<file path="config.mk">
export PLATFORM = sky130hd
export DESIGN_NAME = stall_flush_ctrl
export DESIGN_NICKNAME = d
export VERILOG_FILES = /design/src/rtl/stall_flush_ctrl.sv
export SDC_FILE = /design/constraint.sdc
export NUM_CORES = 1
export LEC_CHECK = 0
export BUFFER_PORTS_ARGS = -buffer_cell sky130_fd_sc_hd__clkbuf_2
export CAP_MARGIN = 20
export CORE_ASPECT_RATIO = 1.1
export CORE_MARGIN = 5
export CORE_UTILIZATION = 59
export DETAILED_ROUTE_END_ITERATION = 6
export HOLD_SLACK_MARGIN = 0.02
export PLACE_DENSITY_LB_ADDON = 0.05
export SLEW_MARGIN = 30
export SYNTH_ARGS = -nofsm -noshare
export SYNTH_HDL_FRONTEND = slang
export SYNTH_SLANG_ARGS = --single-unit
</file>
<file path="constraint.sdc">
create_clock -name i_clock -period 7 [get_ports i_clock]
set_input_delay 1.4 -clock i_clock [delete_from_list [all_inputs] [get_ports i_clock]]
set_output_delay 1.4 -clock i_clock [all_outputs]
set_load 0.01 [all_outputs]
</file>
<file path="src/rtl/stall_flush_ctrl.sv">
// Stall/flush controller: turns hazard-unit stall requests, taken branches and HALT decode
// into PC, IF/ID and ID/EX write controls, with a stall watchdog and saturating counters.
module stall_flush_ctrl #(
  parameter int NB_CNT       = 32,
  parameter int MAX_STALL    = 2,
  parameter int DRAIN_CYCLES = 3
) (
  input  logic              i_clock,
  input  logic              i_reset,
  input  logic              i_valid,
  input  logic              i_hazard,
  input  logic              i_branch_taken,
  input  logic              i_halt_id,
  output logic              o_pc_we,
  output logic              o_ifid_we,
  output logic              o_ifid_flush,
  output logic              o_idex_bubble,
  output logic              o_halted,
  output logic              o_wdog_err,
  output logic [NB_CNT-1:0] o_stall_cnt,
  output logic [NB_CNT-1:0] o_flush_cnt,
  output logic [NB_CNT-1:0] o_cycle_cnt
);

  localparam int RUN_W   = (MAX_STALL < 1) ? 1 : $clog2(MAX_STALL + 1);
  localparam int DRAIN_W = (DRAIN_CYCLES < 1) ? 1 : $clog2(DRAIN_CYCLES + 1);
  localparam logic [RUN_W-1:0]   MAX_RUN   = RUN_W'(MAX_STALL);
  localparam logic [DRAIN_W-1:0] DRAIN_LD  = DRAIN_W'(DRAIN_CYCLES);
  localparam logic [DRAIN_W-1:0] DRAIN_END = DRAIN_W'(1);

  typedef enum logic [1:0] {
    RUN    = 2'd0,
    DRAIN  = 2'd1,
    HALTED = 2'd2
  } state_t;

  state_t             state, state_next;
  logic [RUN_W-1:0]   stall_run;
  logic [DRAIN_W-1:0] drain_cnt;
  logic               hazard_stall;
  logic               wdog_fire;
  logic               halt_take;
  logic               branch_take;

  function automatic logic [NB_CNT-1:0] sat_inc(input logic [NB_CNT-1:0] v);
    return (&v) ? v : v + NB_CNT'(1);
  endfunction

  // Request decode: a watchdog-overridden hazard falls through to halt/branch/advance.
  always_comb begin
    hazard_stall = (state == RUN) && i_hazard && (stall_run < MAX_RUN);
    wdog_fire    = (state == RUN) && i_hazard && (stall_run >= MAX_RUN);
    halt_take    = (state == RUN) && !hazard_stall && i_halt_id;
    branch_take  = (state == RUN) && !hazard_stall && !i_halt_id && i_branch_taken;
  end

  always_comb begin
    state_next    = state;
    o_pc_we       = 1'b0;
    o_ifid_we     = 1'b0;
    o_ifid_flush  = 1'b0;
    o_idex_bubble = 1'b0;
    if (i_valid) begin
      case (state)
        RUN: if (halt_take) state_next = DRAIN;
        DRAIN: if (drain_cnt == DRAIN_END) state_next = HALTED;
        default: state_next = state;
      endcase
    end
    if (i_valid && !i_reset) begin
      case (state)
        RUN: begin
          if (hazard_stall) begin
            o_idex_bubble = 1'b1;
          end else if (halt_take) begin
            o_ifid_flush = 1'b1;
          end else begin
            o_pc_we      = 1'b1;
            o_ifid_we    = 1'b1;
            o_ifid_flush = branch_take;
          end
        end
        DRAIN:   o_ifid_flush = 1'b1;
        default: o_ifid_flush = 1'b0;
      endcase
    end
  end

  always_ff @(posedge i_clock or posedge i_reset) begin
    if (i_reset) begin
      state     <= RUN;
      stall_run <= '0;
      drain_cnt <= '0;
    end else if (i_valid) begin
      state <= state_next;
      if (state == RUN) begin
        stall_run <= hazard_stall ? stall_run + RUN_W'(1) : '0;
        if (halt_take) drain_cnt <= DRAIN_LD;
      end else if (state == DRAIN) begin
        drain_cnt <= drain_cnt - DRAIN_W'(1);
      end
    end
  end

  // Debug-visible status and saturating counters.
  always_ff @(posedge i_clock or posedge i_reset) begin
    if (i_reset) begin
      o_wdog_err  <= 1'b0;
      o_halted    <= 1'b0;
      o_stall_cnt <= '0;
      o_flush_cnt <= '0;
      o_cycle_cnt <= '0;
    end else if (i_valid) begin
      o_halted <= (state_next == HALTED);
      if (wdog_fire) o_wdog_err <= 1'b1;
      if (hazard_stall) o_stall_cnt <= sat_inc(o_stall_cnt);
      if (branch_take) o_flush_cnt <= sat_inc(o_flush_cnt);
      if (state != HALTED) o_cycle_cnt <= sat_inc(o_cycle_cnt);
    end
  end

endmodule

</file>
==> metrics <==
vias in the first global route 3922; RD Place Congestion 0.820; Die Y 107 um; final non-filler cell total 704; post-synthesis cell type count 45; area of the core 0.00836 mm2; total track usage 21.9%; die area 0.0105 mm2; Slew @ Worst Pin 0.858 ns; Cells after DPL 690; layout cells sized above 1 22.8%; Max Used Layer met4; unrepaired setup endpoints after global routing false; Worst path max stage delay 0.51 ns; CP Launch Type input port; DR iter-0 viols 144; HP Class register to register; Post-synth EDFFs 0; outcome complete, no violations; metal3 WL 606 um; Post-synth top cells dfrtp_1, xnor2_1, nand3_1, nand4_1, nand2_1; CP Buf/Inv Count 2; # rows 35; Async SR Flop Fraction 100%; Syn Nets 487; grt ovf 0; Setup Viol. Count Final 0; Setup WS pre-CTS 2.96 ns; Worst EP arrival 2.69 ns; Synth Flop Type dfrtp_1; drt total wl 11100 um; required time worst endpoint 5.60 ns; IO Count 108; top cell type's share of synthesized area 51.7%; pwr dens 217 mW/mm2; Hold Buf Count CTS 0; Buffers on Ports 107; H-tree Lvls 3; via count 3997; remaining antenna violation count 0; # diodes 0; Pins Over Slew Limit 0; post-CTS setup buffer count 0; Final Cell Area 0.00589 mm2; first-pass GRT wire length 18900 um; slowest CP cell or3b_1; Pre-antenna DRT Iters 4; dpl hpwl 8200 um; fillers 706; TritonCTS Buffers 9; Syn-to-layout area delta 16.9%; Post-Syn Area 0.00504 mm2; FF+latch count, synth 104; Mean Syn Cell Area 10.6 um2; Crit Path Class input port to output pin; MaxCap Viol Count 0; Post-DP Area 0.00570 mm2; worst path cell trace clkbuf_2 > or3b_1 > nor4_1 > clkbuf_2; Hold Vio Cnt, Final 0; Fmax achieved 0.244 GHz; Mapped Cells 476; Reg clk slew, reported paths 0.09 ns; setup_tns 0 ns; # clock sinks 104; pin count of the biggest net entering global routing 77; Critical Path Start i_valid; cell taking the most area after synthesis dfrtp_1; Levels on crit path 4; Worst Setup End Kind output pin; dominant cells by area after synthesis dfrtp_1, xnor2_1, nand3_1; Final WS setup 2.91 ns; Met2 Wirelength 5440 um; most frequent cell on the critical path clkbuf_2; top-count cell post-synth dfrtp_1; die width 98.1 um; crit-path max FO 9; Layout Nets 601; delay-heaviest family, CP simple AND/OR/NAND/NOR gates; post-synthesis sequential area ratio 51.7%; reg2reg path depth 5; Critical Path End o_ifid_we; Max-slew headroom 42.3%; CTS tree done; period utilization 58.4%; met1 WL 4940 um; initial antenna violation count 0; flop2flop setup slack 4.35 ns; Clock Skews 0.0159 ns; FF-to-FF Start state[0]; DRC 0; VDD IR max 0.000136 V; clock buffer depth 2; initial core utilization 60.2%; per-cell routed wire length 15.7 um; clk_lat worst skew 0.36 ns; leak pwr 2.77 nW; vias per cell 5.68; yosys warns 0; R2R Path End o_flush_cnt[30]; fin crit period 4.09 ns; clk root buf clkbuf_8; CTS resizes 0
## metrics by stage
step	hold slack (ns)	util (%)	power (mW)
3_5_place_dp	0.479	68.2	0.933
6_report	0.495	70.4	1.28
4_1_cts	0.497	70.4	1.29
5_1_grt	0.515	70.4	1.36
3_3_place_gp	0.475	68.2	0.919
2_1_floorplan	0.459	-	0.849
## kinds of logic (layout without fill, tap and decap cells)
group                      count (synthesis)  count (layout)  share of synthesized area [%]
and+or+nand+nor                          228             228                           25.7
DFF                                      104             104                           51.7
xor gates and xnor gates                  85              85                           14.8
AOI/OAI and AO/OA                         31              31                           4.10
buffers and inverters                     18             135                           1.47
adders and majority gates                  5               5                           1.24
muxes                                      5               5                           1.07
## cell type report
| cell class | instances | area (um2) | share of cell area (%) |
|---|---|---|---|
| Clock buffer | 9 | 124 | 2.10 |
| Inverter | 12 | 47.5 | 0.807 |
| Sequential cell | 104 | 2600 | 44.2 |
| Timing Repair Buffer | 109 | 554 | 9.41 |
| Clock inverter | 5 | 58.8 | 0.999 |
| Multi-Input combinational cell | 354 | 2360 | 40.1 |
| Tap cell | 111 | 139 | 2.36 |
## cells in the final DEF, fill, tap and decap left out, drive strengths merged, types with 2 or more instances in the layout
master and count:
a21oi 4, nor3b 2, and2 6, mux2i 2
a31oi 10, mux2 3, dfrtp 104, nor2 31
ha 5, nand2b 5, o2111ai 2, inv 13
clkbuf 116, nand3 46, or3 2, buf 2
nand2 33, nor3 15, a211oi 2, nand4 35
nor2b 6, clkinvlp 2, o21bai 2, xnor2 61
xor2 24, nor4 8, or4 3, o21ai 5
and3 17, and4 11, nand4b 4, nand3b 2
## power by group
part	internal (mW)	switching (mW)	total [mW]
combinational	0.0883	0.114	0.202
clock	0.162	0.201	0.363
sequential	0.652	0.0631	0.716
## worst min-delay path by stage
stage / start / to / slack (ns) / depth (start not counted)
after floorplan: stall_run[0] / stall_run[0] / 0.46 / 1
after global placement: o_cycle_cnt[15] / o_cycle_cnt[15] / 0.48 / 1
after detailed placement: o_cycle_cnt[17] / o_cycle_cnt[17] / 0.48 / 1
after CTS: o_cycle_cnt[17] / o_cycle_cnt[17] / 0.50 / 1
after global routing: o_cycle_cnt[24] / o_cycle_cnt[24] / 0.51 / 1
final: o_cycle_cnt[11] / o_cycle_cnt[11] / 0.50 / 1
## sequential cells by signal, indices dropped and copies added, names as in the netlist
register,flops
o_halted,1
stall_run,2
o_cycle_cnt,32
o_stall_cnt,32
state,2
o_wdog_err,1
o_flush_cnt,32
drain_cnt,2
## routing by layer
layer / vias up / global-route usage (%)
met5: - / 0
met4: 0 / 5.93
met3: 6 / 4.94
met2: 102 / 36.2
met1: 1954 / 29.3
li1: 1935 / -
## worst reg2reg max path: cells and delay by family, from the launching register on
family / cells / cell delay [ns]
xor gates and xnor gates: 1 / 0.15
DFF: 1 / 0.48
and+or+nand+nor: 4 / 1.91
Note: power is estimated with default switching activity, not from simulation.
